$ cat config.mk
export PLATFORM = sky130hd
export DESIGN_NAME = dds_cmd_ctrl
export DESIGN_NICKNAME = d
export VERILOG_FILES = /design/src/rtl/dds_pkg.sv /design/src/rtl/dds_ch_regs.sv /design/src/rtl/dds_cmd_ctrl.sv
export SDC_FILE = /design/constraint.sdc
export NUM_CORES = 1
export LEC_CHECK = 0
export CORE_ASPECT_RATIO = 0.5
export CORE_MARGIN = 4
export CORE_UTILIZATION = 55
export DETAILED_ROUTE_END_ITERATION = 7
export PLACE_DENSITY = 0.8
export SETUP_SLACK_MARGIN = 0.1
export SLEW_MARGIN = 20
export SYNTH_ARGS = -nofsm -noshare
export SYNTH_HDL_FRONTEND = slang
export SYNTH_SLANG_ARGS = --single-unit
$ cat constraint.sdc
create_clock -name sys_clk -period 8.1 [get_ports sys_clk]
set_input_delay 1.62 -clock sys_clk [delete_from_list [all_inputs] [get_ports sys_clk]]
set_output_delay 1.62 -clock sys_clk [all_outputs]
set_load 0.05 [all_outputs]
$ cat src/rtl/dds_pkg.sv
// dds_pkg: opcodes, system codes and FSM encoding shared by the DDS command controller.
package dds_pkg;
    localparam logic [1:0] OP_FTW = 2'b00, OP_PHASE = 2'b01, OP_CTRL = 2'b10, OP_SYS = 2'b11;
    localparam logic [5:0] SYS_NOP = 6'h00, SYS_COMMIT = 6'h01, SYS_COMMIT_WRAP = 6'h02, SYS_CLEAR = 6'h3F;
    localparam logic [1:0] ST_IDLE = 2'd0, ST_EXEC = 2'd1, ST_WAIT_WRAP = 2'd2;
endpackage

$ cat src/rtl/dds_ch_regs.sv
// dds_ch_regs: one channel's shadow and active FTW, phase and control registers.
module dds_ch_regs #(
    parameter int DATA_WIDTH = 16
) (
    input  logic                  sys_clk,
    input  logic                  rst,
    input  logic                  we_ftw,
    input  logic                  we_phase,
    input  logic                  we_ctrl,
    input  logic                  clr,
    input  logic                  commit,
    input  logic [DATA_WIDTH-1:0] data,
    output logic [DATA_WIDTH-1:0] ftw,
    output logic [DATA_WIDTH-1:0] phase,
    output logic [1:0]            wave,
    output logic                  en
);
    logic [DATA_WIDTH-1:0] ftw_sh, phase_sh;
    logic [2:0]            ctrl_sh;
    always_ff @(posedge sys_clk or posedge rst)
        if (rst) begin
            ftw_sh   <= '0;
            phase_sh <= '0;
            ctrl_sh  <= '0;
            ftw      <= '0;
            phase    <= '0;
            wave     <= '0;
            en       <= 1'b0;
        end else begin
            if (clr) begin
                ftw_sh   <= '0;
                phase_sh <= '0;
                ctrl_sh  <= '0;
            end else begin
                if (we_ftw) ftw_sh <= data;
                if (we_phase) phase_sh <= data;
                if (we_ctrl) ctrl_sh <= data[2:0];
            end
            if (commit) begin
                ftw   <= ftw_sh;
                phase <= phase_sh;
                {en, wave} <= ctrl_sh;
            end
        end
endmodule

$ cat src/rtl/dds_cmd_ctrl.sv
// dds_cmd_ctrl: decodes DDS commands into per-channel shadow writes and synchronous commits.
module dds_cmd_ctrl
    import dds_pkg::*;
#(
    parameter int NUM_CH     = 2,
    parameter int DATA_WIDTH = 16
) (
    input  logic                         sys_clk,
    input  logic                         rst,
    input  logic [7:0]                   cmd_word,
    input  logic [DATA_WIDTH-1:0]        data_word,
    input  logic                         cmd_valid,
    input  logic                         acc_wrap,
    output logic [NUM_CH*DATA_WIDTH-1:0] ftw_out,
    output logic [NUM_CH*DATA_WIDTH-1:0] phase_out,
    output logic [NUM_CH*2-1:0]          wave_sel,
    output logic [NUM_CH-1:0]            ch_en,
    output logic                         update_pulse,
    output logic                         busy,
    output logic [7:0]                   err_count
);
    localparam logic [6:0] NCH = 7'(NUM_CH);
    logic [1:0]            state, op;
    logic [5:0]            arg;
    logic [7:0]            cur_cmd, pend_cmd;
    logic [DATA_WIDTH-1:0] cur_data, pend_data;
    logic                  prev_valid, pend_v, cmd_edge, exec, legal, do_sys, go_wait, clr, commit;
    logic                  wrap_commit, bad, take_pend, start, cap_new, cap_pend, drop;
    logic [8:0]            err_sum;
    assign cmd_edge    = cmd_valid & ~prev_valid;
    assign op          = cur_cmd[7:6];
    assign arg         = cur_cmd[5:0];
    assign exec        = state == ST_EXEC;
    assign legal       = op == OP_SYS ? (arg == SYS_NOP || arg == SYS_COMMIT || arg == SYS_COMMIT_WRAP || arg == SYS_CLEAR)
                                      : {1'b0, arg} < NCH;
    assign bad         = exec & ~legal;
    assign do_sys      = exec & legal & op == OP_SYS;
    assign go_wait     = do_sys & arg == SYS_COMMIT_WRAP;
    assign clr         = do_sys & arg == SYS_CLEAR;
    assign wrap_commit = state == ST_WAIT_WRAP & acc_wrap;
    assign commit      = (do_sys & arg == SYS_COMMIT) | wrap_commit;
    // A finishing operation hands straight over to the pending command, else to a fresh edge.
    assign take_pend   = pend_v & ((exec & ~go_wait) | wrap_commit);
    assign start       = (state == ST_IDLE & cmd_edge) | (((exec & ~go_wait) | wrap_commit) & (pend_v | cmd_edge));
    assign cap_new     = cmd_edge & state != ST_IDLE & ~start & ~pend_v;
    assign cap_pend    = cap_new | (take_pend & cmd_edge);
    assign drop        = cmd_edge & pend_v & ~take_pend;
    assign err_sum     = {1'b0, err_count} + {8'd0, bad} + {8'd0, drop};
    assign busy        = state != ST_IDLE | pend_v;
    always_ff @(posedge sys_clk or posedge rst)
        if (rst) begin
            state        <= ST_IDLE;
            prev_valid   <= 1'b0;
            pend_v       <= 1'b0;
            cur_cmd      <= '0;
            cur_data     <= '0;
            pend_cmd     <= '0;
            pend_data    <= '0;
            update_pulse <= 1'b0;
            err_count    <= '0;
        end else begin
            prev_valid   <= cmd_valid;
            update_pulse <= commit;
            err_count    <= err_sum[8] ? 8'hFF : err_sum[7:0];
            state        <= start ? ST_EXEC : go_wait ? ST_WAIT_WRAP : (exec | wrap_commit) ? ST_IDLE : state;
            pend_v       <= take_pend ? cmd_edge : pend_v | cap_new;
            if (start) begin
                cur_cmd  <= pend_v ? pend_cmd : cmd_word;
                cur_data <= pend_v ? pend_data : data_word;
            end
            if (cap_pend) begin
                pend_cmd  <= cmd_word;
                pend_data <= data_word;
            end
        end
    for (genvar i = 0; i < NUM_CH; i++) begin : g_ch
        localparam logic [5:0] ID = 6'(i);
        dds_ch_regs #(.DATA_WIDTH(DATA_WIDTH)) u_ch (
            .sys_clk (sys_clk),
            .rst     (rst),
            .we_ftw  (exec & op == OP_FTW & arg == ID),
            .we_phase(exec & op == OP_PHASE & arg == ID),
            .we_ctrl (exec & op == OP_CTRL & arg == ID),
            .clr     (clr),
            .commit  (commit),
            .data    (cur_data),
            .ftw     (ftw_out[i*DATA_WIDTH +: DATA_WIDTH]),
            .phase   (phase_out[i*DATA_WIDTH +: DATA_WIDTH]),
            .wave    (wave_sel[i*2 +: 2]),
            .en      (ch_en[i])
        );
    end
endmodule

==> out/qor.txt <==
===============================================================================================
Root cell of the clock tree ...................................................... sky130_fd_sc_hd__clkbuf_16
TritonCTS buffer count ...........................................................           18
Worst Min Path Start ............................................................. g_ch[0].u_ch.ftw_sh[8]
Final Critical Period ............................................................      3617 ps
Placeable core region ............................................................ 0.01447 mm^2
Hold buffer count at cts .........................................................            0
Via count ........................................................................         5347
Final core area utilization ......................................................       68.58%
Die area ......................................................................... 0.01691 mm^2
Count of endpoints failing hold in the final timing report .......................            0
Worst Hold Path Cells ............................................................            1
Starting density of the core .....................................................       56.19%
Critical Path Sink Type .......................................................... primary output
Filler cell count in the final layout ............................................         1028
Post-detailed-routing wire length ................................................     17340 um
Port buffer count ................................................................          107
Overall fraction of global-route tracks in use ...................................       20.97%
Yosys top cell by area ........................................................... sky130_fd_sc_hd__dfrtp_1
Dpl hpwl .........................................................................     11450 um
Htree depth ......................................................................            1
CP cell instances ................................................................ or3_1, clkdlybuf4s50_1
Destination of the worst register-to-register timing path ........................ err_count[1]
Final clock period utilization by the worst path .................................       44.66%
Cell area after synthesis ........................................................ 0.008129 mm^2
Number of maximum-capacitance constraint violations ..............................            0
Seq/Total Area, Yosys ............................................................       61.87%
Largest fanout of any net on the critical path ...................................            6
Buffers inserted during post-CTS setup optimization ..............................            0
Critical setup path kind ......................................................... register to primary output
Boundary pin count ...............................................................          108
Clock latency at the later pin of the worst-skew pair ............................       480 ps
Net count after synthesis ........................................................          698
Final weighted congestion in routability-driven placement ........................       0.7798
Hold worst-path end .............................................................. g_ch[0].u_ch.ftw[8]
Clock tree from TritonCTS ........................................................        built
Average cell area after synthesis ................................................   12.17 um^2
Cell leakage power ...............................................................     4.689 nW
Clock input transition at the sequential cells of the worst setup and hold paths .        70 ps
Cell count after synthesis .......................................................          668
Layout cell share with drive strength beyond 1 ...................................       14.45%
Crit path arrival time ...........................................................      2000 ps
Main synth FF type ............................................................... sky130_fd_sc_hd__dfrtp_1
Post-detailed-route wirelength per cell ..........................................     17.83 um
Pin count of the biggest net entering global routing .............................          156
Maximum single-stage delay on the critical path ..................................       710 ps
Slew headroom ....................................................................       37.64%
Internal reg-to-reg setup slack ..................................................      5160 ps
Final worst slack ................................................................      4483 ps
Cell with the largest stage delay on the worst path .............................. sky130_fd_sc_hd__clkdlybuf4s50_1
Die Height .......................................................................     93.97 um
Number of register bits inferred by synthesis ....................................          201
Type of element launching the critical path ......................................     register
Clock tree skew after final layout ...............................................     7.271 ps
Total negative slack .............................................................         0 ps
Most common cell after layout, fill and taps aside ............................... sky130_fd_sc_hd__dfrtp_1
Peak clock frequency supported by timing .........................................    276.5 MHz
Most frequent cells in the layout ................................................ 201 x sky130_fd_sc_hd__dfrtp_1, 107 x sky130_fd_sc_hd__clkdlybuf4s50_1, 94 x sky130_fd_sc_hd__nand2_1
Clock Sinks ......................................................................          201
Setup repair after global routing missed its margin ..............................        false
Total grt overflow ...............................................................            0
Antenna-violating nets left ......................................................            0
Number of detailed-routing iterations run before antenna repair ..................            4
Worst EP required ................................................................      6480 ps
Synth Warn # .....................................................................            0
Core Rows ........................................................................           31
Distinct cell type count of the synthesized netlist ..............................           42
Iter 0 DRT Violations ............................................................          464
Number of buffers on the longest clock path ......................................            3
Total setup violations reported at the end of the flow ...........................            0
Via count of the first global-routing pass .......................................         5496
Number of pins exceeding their max-slew limit in the final report ................            0
Worst Hold Margin ................................................................     490.4 ps
Worst-margin pin slew ............................................................     935.4 ps
Remaining routing DRC violations .................................................            0
First-pass GRT wire length .......................................................     28700 um
Setup Slack @ Placement ..........................................................      4005 ps
Class of the worst hold path ..................................................... register to register
Top cells by area in the synthesized netlist ..................................... sky130_fd_sc_hd__dfrtp_1 62%, sky130_fd_sc_hd__mux2_2 9.3%, sky130_fd_sc_hd__mux2i_1 5.7%, sky130_fd_sc_hd__a21oi_1 4.4%, sky130_fd_sc_hd__nand2_1 4.3%
Share of flip-flops with an asynchronous set or reset ............................       100.0%
Cell depth of the worst flop-to-flop path ........................................           11
Post-synth EDFFs .................................................................            0
Fraction of synthesized cell area taken by the top area cell type ................       61.87%
Power density over cell area ..................................................... 320.8 mW/mm^2
Cells resized by post-CTS repair .................................................            0
Worst flop-to-flop path startpoint ...............................................   cur_cmd[6]
Status ........................................................................... finished clean
Pwr Total ........................................................................     3.183 mW
Diodes inserted ..................................................................            0
Area growth, synth to finish .....................................................       22.06%
Total number of nets in the final design .........................................          793
Die W ............................................................................     179.9 um
Largest voltage drop on the vdd net ..............................................    0.2545 mV
Number of antenna violations at the first check in global routing ................            0
Mean number of vias per cell .....................................................        5.495
===============================================================================================
## where the power goes
part / leakage [nW] / switching [mW] / internal (mW)
Sequential: 2.67 / 0.238 / 1.22
Combinational: 1.74 / 0.541 / 0.366
Clock: 0.278 / 0.355 / 0.459
Total: 4.69 / 1.13 / 2.05
## synthesized netlist by cell type (2+ instances only)
| cell type | count |
|---|---|
| sky130_fd_sc_hd__o21ai_0 | 2 |
| sky130_fd_sc_hd__buf_6 | 2 |
| sky130_fd_sc_hd__xnor2_1 | 2 |
| sky130_fd_sc_hd__mux2i_1 | 46 |
| sky130_fd_sc_hd__inv_1 | 4 |
| sky130_fd_sc_hd__nor2b_1 | 2 |
| sky130_fd_sc_hd__mux2_1 | 28 |
| sky130_fd_sc_hd__buf_2 | 12 |
| sky130_fd_sc_hd__a21oi_1 | 72 |
| sky130_fd_sc_hd__dfrtp_1 | 201 |
| sky130_fd_sc_hd__nand2_1 | 94 |
| sky130_fd_sc_hd__buf_4 | 2 |
| sky130_fd_sc_hd__clkbuf_1 | 23 |
| sky130_fd_sc_hd__mux2_2 | 67 |
| sky130_fd_sc_hd__nor4_1 | 2 |
| sky130_fd_sc_hd__nor2_1 | 55 |
| sky130_fd_sc_hd__nand3_1 | 24 |
| sky130_fd_sc_hd__nand2b_1 | 5 |
| sky130_fd_sc_hd__xor2_1 | 2 |
## through the flow
step | cell area [um^2] | std cells
final | 9922 | 973
after global routing | 9922 | 973
after CTS | 9917 | 973
after detailed placement | 9358 | 941
after global placement | 9358 | 941
after floorplan | 8129 | 668
## cell type report
cell class	count	area [um^2]	share of cell area, %
timing repair buffer	115	1131	11.40
clock inverter	4	20.02	0.2018
tap	198	247.7	2.497
multi-input combinational	423	2927	29.50
clock buffer	28	539.3	5.435
inverter	4	27.53	0.2774
sequential	201	5030	50.69
## worst max-delay path by stage
| stage | slack, ps | end | startpoint | depth (start not counted) |
|---|---|---|---|---|
| after floorplan | 1000 | cur_cmd[0] | rst | 1 |
| after global placement | 4150 | err_count[1] | acc_wrap | 11 |
| after detailed placement | 4000 | err_count[1] | cmd_valid | 11 |
| after CTS | 4460 | busy | state[1] | 2 |
| after global routing | 4310 | err_count[1] | cmd_valid | 11 |
| final | 4480 | busy | state[1] | 2 |
## kinds of logic (layout without fill, tap and decap cells)
group	after synthesis	in the layout	synth area share (%)
muxes	141	141	18.82
xor gates and xnor gates	4	4	0.4310
adders and majority gates	2	2	0.4002
AOI/OAI and AO/OA	81	81	5.480
buffers and inverters	44	151	2.493
and+or+nand+nor	195	195	10.50
DFF	201	201	61.87
## layer usage
layer | track usage [%] | vias up | routed length (um) | part of all wire, %
met5 | 0 | - | 0 | 0
met3 | 4.408 | 37 | 1259 | 7.3
li1 | - | 2466 | - | -
met4 | 5.830 | 0 | 407 | 2.3
met1 | 29.14 | 2683 | 7479 | 43
met2 | 34.15 | 161 | 8197 | 47
## registers in the layout, indices dropped and copies added (netlist names)
signal and cells:
g_ch.u_ch.ctrl_sh 6, cur_cmd 8, prev_valid 1, pend_data 16
g_ch.u_ch.wave 4, g_ch.u_ch.ftw_sh 32, g_ch.u_ch.en 2, state 2
cur_data 16, pend_v 1, pend_cmd 8, g_ch.u_ch.phase 32
g_ch.u_ch.phase_sh 32, g_ch.u_ch.ftw 32, update_pulse 1, err_count 8
## critical path, delay by kind of cell, from the launching register on
kind          cells  cell delay (ps)
simple gates      1              390
buf+inv           1              710
flops             1              420
(Power assumes the default switching activity.)
